## config.mk

```make
export PLATFORM = sky130hd
export DESIGN_NAME = ddr3_ddl_arb
export DESIGN_NICKNAME = d
export VERILOG_FILES = /design/src/rtl/ddr3_pkg.sv /design/src/rtl/ddr3_tag_fifo.sv /design/src/rtl/ddr3_ddl_arb.sv
export SDC_FILE = /design/constraint.sdc
export NUM_CORES = 1
export LEC_CHECK = 0
export ABC_AREA = 1
export BUFFER_PORTS_ARGS = -buffer_cell sky130_fd_sc_hd__buf_2
export CORE_ASPECT_RATIO = 0.5
export CORE_MARGIN = 4
export CORE_UTILIZATION = 39
export CTS_CLUSTER_SIZE = 14
export DETAILED_ROUTE_END_ITERATION = 10
export PLACE_DENSITY_LB_ADDON = 0.1
export SLEW_MARGIN = 10
export SYNTH_ARGS = -nofsm -noshare
export SYNTH_HDL_FRONTEND = slang
export SYNTH_SLANG_ARGS = --single-unit
```

## constraint.sdc

```tcl
create_clock -name clock -period 2.99 [get_ports clock]
set_input_delay 0.1495 -clock clock [delete_from_list [all_inputs] [get_ports clock]]
set_output_delay 0.1495 -clock clock [all_outputs]
set_load 0.005 [all_outputs]
```

## src/rtl/ddr3_pkg.sv

```systemverilog
// ddr3_pkg: shared definitions for the DDL command-port arbiter.
//   - DDR3 command encodings as {ras_n, cas_n, we_n}
//   - arbiter state encodings
//   - owner tag encoding for outstanding READ bursts
//   - small helper to recognise a READ command
package ddr3_pkg;

    localparam logic [2:0] CMD_NOP   = 3'b111;
    localparam logic [2:0] CMD_READ  = 3'b101;
    localparam logic [2:0] CMD_WRITE = 3'b100;
    localparam logic [2:0] CMD_ACT   = 3'b011;
    localparam logic [2:0] CMD_PRE   = 3'b010;
    localparam logic [2:0] CMD_REF   = 3'b001;

    localparam logic [1:0] ST_IDLE  = 2'd0;
    localparam logic [1:0] ST_GNT_A = 2'd1;
    localparam logic [1:0] ST_GNT_B = 2'd2;

    typedef enum logic {
        OWN_A = 1'b0,
        OWN_B = 1'b1
    } owner_e;

    function automatic logic is_read(input logic [2:0] cmd);
        return (cmd == CMD_READ);
    endfunction

endpackage

```

## src/rtl/ddr3_tag_fifo.sv

```systemverilog
// ddr3_tag_fifo: 1-bit wide synchronous FIFO holding the owner of each
// outstanding READ burst.
//   clock, reset   : system clock, synchronous active-high reset
//   push_i         : write push_tag_i (ignored when full)
//   push_tag_i     : owner bit (0 = port A, 1 = port B)
//   pop_i          : drop the head entry (ignored when empty)
//   head_o         : owner bit at the head of the FIFO
//   full_o/empty_o : occupancy flags
// Push and pop in the same cycle leave the occupancy unchanged.
module ddr3_tag_fifo #(
    parameter int DEPTH = 8
) (
    input  logic clock,
    input  logic reset,
    input  logic push_i,
    input  logic push_tag_i,
    input  logic pop_i,
    output logic head_o,
    output logic full_o,
    output logic empty_o
);

    localparam int AW = (DEPTH > 1) ? $clog2(DEPTH) : 1;
    localparam logic [AW-1:0] PTR_ONE = 1;
    localparam logic [AW:0]   CNT_ONE = 1;
    localparam logic [AW:0]   CNT_MAX = DEPTH[AW:0];

    logic [DEPTH-1:0] mem_q;
    logic [AW-1:0]    wr_q, wr_d;
    logic [AW-1:0]    rd_q, rd_d;
    logic [AW:0]      cnt_q, cnt_d;
    logic             do_push, do_pop;

    assign full_o  = (cnt_q == CNT_MAX);
    assign empty_o = (cnt_q == '0);
    assign head_o  = mem_q[rd_q];

    assign do_push = push_i & ~full_o;
    assign do_pop  = pop_i & ~empty_o;

    always_comb begin
        wr_d  = wr_q;
        rd_d  = rd_q;
        cnt_d = cnt_q;
        if (do_push) wr_d = wr_q + PTR_ONE;
        if (do_pop)  rd_d = rd_q + PTR_ONE;
        case ({do_push, do_pop})
            2'b10:   cnt_d = cnt_q + CNT_ONE;
            2'b01:   cnt_d = cnt_q - CNT_ONE;
            default: cnt_d = cnt_q;
        endcase
    end

    always_ff @(posedge clock) begin
        if (reset) begin
            wr_q  <= '0;
            rd_q  <= '0;
            cnt_q <= '0;
        end else begin
            wr_q  <= wr_d;
            rd_q  <= rd_d;
            cnt_q <= cnt_d;
        end
    end

    // Storage carries no control meaning, so it is left out of reset.
    always_ff @(posedge clock) begin
        if (do_push) mem_q[wr_q] <= push_tag_i;
    end

endmodule

```

## src/rtl/ddr3_ddl_arb.sv

```systemverilog
// ddr3_ddl_arb: shares the DDL command port and its READ-data return path
// between port A (main controller FSM) and port B (fast-read bypass).
//   clock, reset             : system clock, synchronous active-high reset
//   ddl_run_i                : DDL ready for traffic; no grants while low
//   ref_due_i                : refresh pending; only port A may be granted
//   {a,b}_req/seq/cmd/ba/adr : per-port command request and sequence hold
//   {a,b}_rdy_o              : per-port command accept
//   {a,b}_ref_o              : ref_due_i registered once
//   ddl_req/seq/cmd/ba/adr_o : muxed command to the DDL, ddl_rdy_i accept
//   ddl_rvalid/rlast/rdata_i : READ data from the DDL, ddl_rready_o backpressure
//   {a,b}_rvalid/rlast/rdata_o, {a,b}_rready_i : steered READ data per port
// Whole command sequences are granted atomically (seq=1 holds the grant),
// ports alternate on contention, and every issued READ is tagged with its
// owner so read bursts are returned to the right port in order.
module ddr3_ddl_arb
    import ddr3_pkg::*;
#(
    parameter int DDR_ROW_BITS = 15,
    parameter int WIDTH        = 32,
    parameter int TAG_DEPTH    = 8
) (
    input  logic                    clock,
    input  logic                    reset,
    input  logic                    ddl_run_i,
    input  logic                    ref_due_i,

    input  logic                    a_req_i,
    input  logic                    a_seq_i,
    output logic                    a_rdy_o,
    input  logic [2:0]              a_cmd_i,
    input  logic [2:0]              a_ba_i,
    input  logic [DDR_ROW_BITS-1:0] a_adr_i,
    output logic                    a_ref_o,

    input  logic                    b_req_i,
    input  logic                    b_seq_i,
    output logic                    b_rdy_o,
    input  logic [2:0]              b_cmd_i,
    input  logic [2:0]              b_ba_i,
    input  logic [DDR_ROW_BITS-1:0] b_adr_i,
    output logic                    b_ref_o,

    output logic                    ddl_req_o,
    output logic                    ddl_seq_o,
    input  logic                    ddl_rdy_i,
    output logic [2:0]              ddl_cmd_o,
    output logic [2:0]              ddl_ba_o,
    output logic [DDR_ROW_BITS-1:0] ddl_adr_o,

    input  logic                    ddl_rvalid_i,
    input  logic                    ddl_rlast_i,
    output logic                    ddl_rready_o,
    input  logic [WIDTH-1:0]        ddl_rdata_i,

    output logic                    a_rvalid_o,
    output logic                    a_rlast_o,
    input  logic                    a_rready_i,
    output logic [WIDTH-1:0]        a_rdata_o,

    output logic                    b_rvalid_o,
    output logic                    b_rlast_o,
    input  logic                    b_rready_i,
    output logic [WIDTH-1:0]        b_rdata_o
);

    logic [1:0] state_q, state_d;
    logic       last_b_q, last_b_d;   // 1: port B was served last
    logic       ref_q;

    logic       tag_full, tag_empty, tag_head;
    logic       tag_push, tag_push_own, tag_pop;

    logic       xfer, xfer_seq;
    logic       read_blocked;

    // Command path: passthrough of the granted port, everything else idle.
    always_comb begin
        ddl_req_o    = 1'b0;
        ddl_seq_o    = 1'b0;
        ddl_cmd_o    = CMD_NOP;
        ddl_ba_o     = '0;
        ddl_adr_o    = '0;
        a_rdy_o      = 1'b0;
        b_rdy_o      = 1'b0;
        read_blocked = 1'b0;
        xfer         = 1'b0;
        xfer_seq     = 1'b0;
        tag_push     = 1'b0;
        tag_push_own = OWN_A;
        case (state_q)
            ST_GNT_A: begin
                // A READ with no free tag slot must neither be accepted
                // nor presented to the DDL.
                read_blocked = is_read(a_cmd_i) & tag_full;
                a_rdy_o      = ddl_rdy_i & ~read_blocked;
                ddl_req_o    = a_req_i & ~read_blocked;
                ddl_seq_o    = a_seq_i;
                ddl_cmd_o    = a_cmd_i;
                ddl_ba_o     = a_ba_i;
                ddl_adr_o    = a_adr_i;
                xfer         = a_req_i & a_rdy_o;
                xfer_seq     = a_seq_i;
                tag_push     = xfer & is_read(a_cmd_i);
                tag_push_own = OWN_A;
            end
            ST_GNT_B: begin
                read_blocked = is_read(b_cmd_i) & tag_full;
                b_rdy_o      = ddl_rdy_i & ~read_blocked;
                ddl_req_o    = b_req_i & ~read_blocked;
                ddl_seq_o    = b_seq_i;
                ddl_cmd_o    = b_cmd_i;
                ddl_ba_o     = b_ba_i;
                ddl_adr_o    = b_adr_i;
                xfer         = b_req_i & b_rdy_o;
                xfer_seq     = b_seq_i;
                tag_push     = xfer & is_read(b_cmd_i);
                tag_push_own = OWN_B;
            end
            default: ;
        endcase
    end

    // Grant decision. IDLE never drives a grant; the decision is registered.
    always_comb begin
        state_d  = state_q;
        last_b_d = last_b_q;
        case (state_q)
            ST_IDLE: begin
                if (ddl_run_i) begin
                    if (ref_due_i) begin
                        // Refresh pending: only the controller port may run.
                        if (a_req_i) state_d = ST_GNT_A;
                    end else if (a_req_i && b_req_i) begin
                        state_d = last_b_q ? ST_GNT_A : ST_GNT_B;
                    end else if (a_req_i) begin
                        state_d = ST_GNT_A;
                    end else if (b_req_i) begin
                        state_d = ST_GNT_B;
                    end
                end
            end
            ST_GNT_A: begin
                if (xfer && !xfer_seq) begin
                    state_d  = ST_IDLE;
                    last_b_d = 1'b0;
                end
            end
            ST_GNT_B: begin
                if (xfer && !xfer_seq) begin
                    state_d  = ST_IDLE;
                    last_b_d = 1'b1;
                end
            end
            default: state_d = ST_IDLE;
        endcase
    end

    always_ff @(posedge clock) begin
        if (reset) begin
            state_q  <= ST_IDLE;
            last_b_q <= 1'b1;
            ref_q    <= 1'b0;
        end else begin
            state_q  <= state_d;
            last_b_q <= last_b_d;
            ref_q    <= ref_due_i;
        end
    end

    assign a_ref_o = ref_q;
    assign b_ref_o = ref_q;

    // Read steering: the FIFO head names the owner of the burst in flight.
    // With no outstanding READ the data is stalled rather than misrouted.
    assign a_rvalid_o   = ddl_rvalid_i & ~tag_empty & (tag_head == OWN_A);
    assign b_rvalid_o   = ddl_rvalid_i & ~tag_empty & (tag_head == OWN_B);
    assign a_rlast_o    = ddl_rlast_i & a_rvalid_o;
    assign b_rlast_o    = ddl_rlast_i & b_rvalid_o;
    assign ddl_rready_o = ~tag_empty & ((tag_head == OWN_B) ? b_rready_i : a_rready_i);
    assign a_rdata_o    = ddl_rdata_i;
    assign b_rdata_o    = ddl_rdata_i;

    assign tag_pop = ddl_rvalid_i & ddl_rlast_i & ddl_rready_o;

    ddr3_tag_fifo #(
        .DEPTH (TAG_DEPTH)
    ) u_tag_fifo (
        .clock      (clock),
        .reset      (reset),
        .push_i     (tag_push),
        .push_tag_i (tag_push_own),
        .pop_i      (tag_pop),
        .head_o     (tag_head),
        .full_o     (tag_full),
        .empty_o    (tag_empty)
    );

endmodule

```

# Word level (Yosys, flattened, before mapping)
# Cells that the tools add are included.
# word_totals
register_bits	22
out_inout_bits	96
wordCells	92
# classes
addsub	4
magnitude_cmp	3
n_eq_ne	13
mux	29
bitwise	25
reduce_logical	11
# op_table
op	count
one-hot mux 15 bit (2 select lines)	1
AND 1 bit	20
two-way mux 2 bit	8
one-hot mux 3 bit (2 select lines)	2
one-hot mux 1 bit (2 select lines)	5
bitwise mux 8 bit	1
< comparator 3 x 4 -> 1 bit (second input constant)	2
two-way mux 1 bit	8
one-hot mux 4 bit (2 select lines)	1
adder 3 x 1 -> 3 bit (second input constant)	2
== test 3 bit (second input constant)	2
inequality test 2 bit (second input constant)	3
NOT 1 bit	5
adder 4 x 1 -> 4 bit (second input constant)	1
== test 2 x 1 -> 1 bit (second input constant)	2
== test 2 bit (second input constant)	2
== test 4 bit (second input constant)	1
zero test 4 bit	1
inequality test 4 bit (second input constant)	1
one-hot mux 2 bit (2 select lines)	1
AND reduction 4 bit	1
nonzero test 2 bit	2
subtractor 4 x 1 -> 4 bit (second input constant)	1
binary-select mux 1 bit (select 3 bit)	1
9 further kinds	11

# Depth between registers and ports, before layout
# logic_depth
depth_word	10
ltp_mapped	16

# By module
# A second synthesis with hierarchy kept.
# hier_totals
hier_cells	327
area_unflattened_um2	2183.3
# modules_own_cells
mod	n_inst	cells_each	area_each_um2	seq_area_each_um2
ddr3_ddl_arb	1	205	1197.4	80.1
ddr3_tag_fifo	1	122	985.9	440.4

# Least setup slack after synthesis
# No wires, ideal clock.
# synth_path
kind	register to register
start	reg state_q[0]
end	reg u_tag_fifo.cnt_q[3]
setup_ps	122
arrival_time_ps	2306
required_time_ps	2868
path_slack_ps	562
path_stages_with_launch	16
n_path_buf	0
period_less_slack_ps	2428
path_cell_list	dfxtp_1 inv_1 ha_1 nand2_1 clkinv_1 nand3_2 o21ai_2 nand2_2 ha_1 ha_1 a21oi_1 nand2_1 a21oi_1 o21ai_0 o21ai_0 a21oi_1
# synth_via
elab_chain_cells	5
word_cells_on_any_way	8
# synth_lines
item	line	source
from (decl)	ddr3_ddl_arb.sv:66	logic [1:0] state_q, state_d;
from (signal assigned)	ddr3_ddl_arb.sv:164	state_q <= state_d;
== test 2 bit / == test 2 x 1 -> 1 bit (equally long branches)	ddr3_ddl_arb.sv:90	case (state_q)
one-hot mux 1 bit (2 select lines) (*)	ddr3_ddl_arb.sv:90	
AND 1 bit (*)	ddr3_tag_fifo.sv:38	assign do_push = push_i & ~full_o;
== test 2 x 1 -> 1 bit / == test 2 bit (equally long branches)	ddr3_tag_fifo.sv:47	case ({do_push, do_pop})
one-hot mux 4 bit (2 select lines) / nonzero test 2 bit (equally long branches)	-	
to (signal assigned)	ddr3_tag_fifo.sv:62	cnt_q <= cnt_d;
to (decl)	ddr3_tag_fifo.sv:31	logic [AW:0] cnt_q, cnt_d;
# Mark *: on every way between the ends. The rest lies on a longest branch, timed or not.
# A chain may end at the register's enable or synchronous reset.

# Worst setup path in the final report
# Same ends and word-level chain as after synthesis.

==> impl_metrics.toml <==
[outcome]
status = "completed"

[worst_setup_path]
crit_path_end_kind = "register"
start_kind = "register"
crit_type = "reg2reg"
worst-path-max-fanout = 5
crit_required_ps = 3140
arrival_ps = 2630

[logic_synthesis]
netlist_area_um2 = 2170
synth_seq_cells = 22
synth_warnings = 0
synth_seq_area_share_pct = 24.0
syn-mean-instance-area_um2 = 6.72
synth_cell_types = 29
syn_nets = 419
synthCells = 323

[layout]
stdcell_count = 414
postLayoutCoreUtil_pct = 43.9
antennaDiodeCount = 0
fin_nets = 441
areaGrowthSynthToFinish_pct = 4.32
drive_gt1_share_pct = 32.0

[timing]
layout_min_cycle_time_ps = 2480
hold_ws_ps = 140
setup_viol = 0
finalWorstSetupSlack_ps = 510
tightest_slew_ps = 705
rsz0062_at_grt = "no"
slew_violations = 0
hold_viol_final = 0
fin_worst_skew_ps = 2.46
max_freq_mhz = 403
fin_crit_sh_pct = 82.9
max-slew-margin-rel_pct = 52.9
finalSetupTns_ps = 0

[placement]
place_worst_setup_slack_ps = 553
hpwl_um = 4410
portBuffers = 86
placed_cells = 410
place.gp.congestion = 0.820

[clocking]
holdBufCountCts = 0
h-tree-depth = 1
postCtsSetupBuffers = 0
clock_latency_ps = 260
tritoncts = "yes"
clk_pin_slew_ps = 80
numCtsBuffers = 3
ctsLongestPathBuffers = 2
cts.sinks = 22
clockRootBuffer = "clkbuf_8"
post_cts_resized = 0

[power_and_ir_drop]
power_density_nw_per_um2 = 566
p_comb_share_pct = 50.8
seqPwrFrac_pct = 27.5
leakage_nw = 1.17
intPower_mw = 0.764
ir_drop_mv = 0.431
p_clk_share_pct = 21.7
p_switching_mw = 0.519
swShare_pct = 40.4

[global_routing]
grt_pass1_vias = 1806
antenna_found_initial = 0
grt_first_pass_wirelength_um = 8220
grt_max_degree = 31
grt.total_usage_pct = 14.6
overflow = 0

[drt]
antenna_left = 0
drt-pass1-iter-count = 4
drc = 0
wl_per_cell_um = 12.8
drt_wl_total_um = 5280
num_vias = 1916
drt_iter0_drc = 76
vias_per_cell = 4.63

[floorplanning]
core_area_um2 = 5160
placementRows = 18
dieArea_um2 = 6900
chipHeight_um = 60.8
die_width_um = 114
start_util_pct = 42.1
ioPinCount = 183

[run]
maxCapViolCount = 0

[worst_hold_path]
hp-class = "in2reg"
==> layer usage <==
| layer | global-route usage [%] | part of all wire (%) |
|---|---|---|
| met1 | 16.1 | 40 |
| met2 | 27.0 | 50 |
| met4 | 3.42 | 1.4 |
| met5 | 0 | 0 |
| met3 | 5.98 | 8.9 |
==> critical path: stages, from the launching register on <==
cell and delay, ps:
dfxtp_1 330, inv_1 80, ha_1 170, nand2_1 60, clkinv_1 60, nand3_2 80, o21ai_2 220, nand2_2 130
ha_1 260, ha_1 330, a21oi_1 130, nand2_1 70, a21oi_1 110, o21ai_0 110, o21ai_0 170, a21oi_1 50
==> state kept, by name (all words and copies together) (netlist names) <==
register          cells
last_b_q              1
u_tag_fifo.wr_q       3
u_tag_fifo.mem_q      8
u_tag_fifo.cnt_q      4
u_tag_fifo.rd_q       3
state_q               2
a_ref_o               1
==> layout make-up <==
type,instances,area (um2)
inverter,42,158
timing repair buffer,88,445
multi-input combinational,188,983
clock buffer,3,41.3
clock inverter,1,30.0
sequential,22,520
tap,70,87.6
fill,546,2890
==> per-stage QoR <==
| step | power [mW] | cell area, um2 |
|---|---|---|
| finish | 1.28 | 2270 |
| global route | 1.39 | 2270 |
| CTS | 1.30 | 2270 |
| detailed placement | 1.02 | 2190 |
| global placement | 1.02 | 2190 |
| floorplan | 0.855 | 2170 |
==> power by group through the flow <==
stage / clock (mW) / combinational [mW] / sequential, mW
5_1_grt: 0.305 / 0.733 / 0.357
3_3_place_gp: 0 / 0.657 / 0.360
6_report: 0.278 / 0.652 / 0.353
2_1_floorplan: 0 / 0.497 / 0.358
4_1_cts: 0.285 / 0.665 / 0.354
3_5_place_dp: 0 / 0.660 / 0.361
==> final timing paths <==
| check | to | from | cells past startpoint | slack (ps) |
|---|---|---|---|---|
| hold reg to reg | last_b_q | last_b_q | 2 | 480 |
| setup reg to reg | u_tag_fifo.cnt_q[3] | state_q[0] | 15 | 510 |
| setup / recovery | u_tag_fifo.cnt_q[3] | state_q[0] | 15 | 510 |
| hold / removal | u_tag_fifo.rd_q[2] | reset | 2 | 140 |
==> logic make-up (layout without fill, tap and decap cells) <==
kind of cell	Yosys count	after routing	share of synthesized area, %
compound gates	46	46	11.9
xor+xnor	3	3	1.21
fa+ha+maj	9	9	5.53
buf+inv	113	134	30.8
flops	22	22	24.0
simple gates	130	130	26.7
==> synthesized netlist by cell type <==
master    number  area [um2]
xnor2_1        1        8.76
edfxtp_1       8         240
o21ai_2        1        8.76
nand3b_1       1        7.51
o211ai_1       1        7.51
nor2_1        24        90.1
ha_1           8         100
a221o_1        3        30.0
nand3_2        7        70.1
nand4_1        1        6.26
buf_4         65         488
o22ai_1        2        12.5
fa_1           1        20.0
xor2_1         2        17.5
inv_2          3        11.3
nand2_2        3        18.8
dfxtp_1       14         280
clkinv_1       2        7.51
buf_1          2        7.51
inv_1         37         139
nand3_1       15        75.1
nand2_4        1        11.3
o21ai_0        7        35.0
a31oi_1        1        6.26
nor2_2         3        18.8
nand2_1       75         282
a21oi_1       30         150
clkbuf_1       4        15.0
a21boi_0       1        7.51
==> cell usage in the layout, fill, tap and decap left out <==
cell type  count
o21ai_2        1
a21boi_0       1
nand2_1       75
nor2_1        24
a221o_1        3
buf_4          2
nand4_1        1
o21ai_0        7
inv_2          3
fa_1           1
buf_2         86
bufinv_16      1
dfxtp_1       14
a31oi_1        1
nor2_2         3
nand3_1       15
nand2_2        3
o22ai_1        2
clkinv_1       2
a21oi_1       30
inv_1         37
o211ai_1       1
ha_1           8
xor2_1         2
nand2_4        1
edfxtp_1       8
xnor2_1        1
nand3b_1       1
nand3_2        7
clkbuf_8       3
No activity file was read; power rests on OpenSTA's default activity.
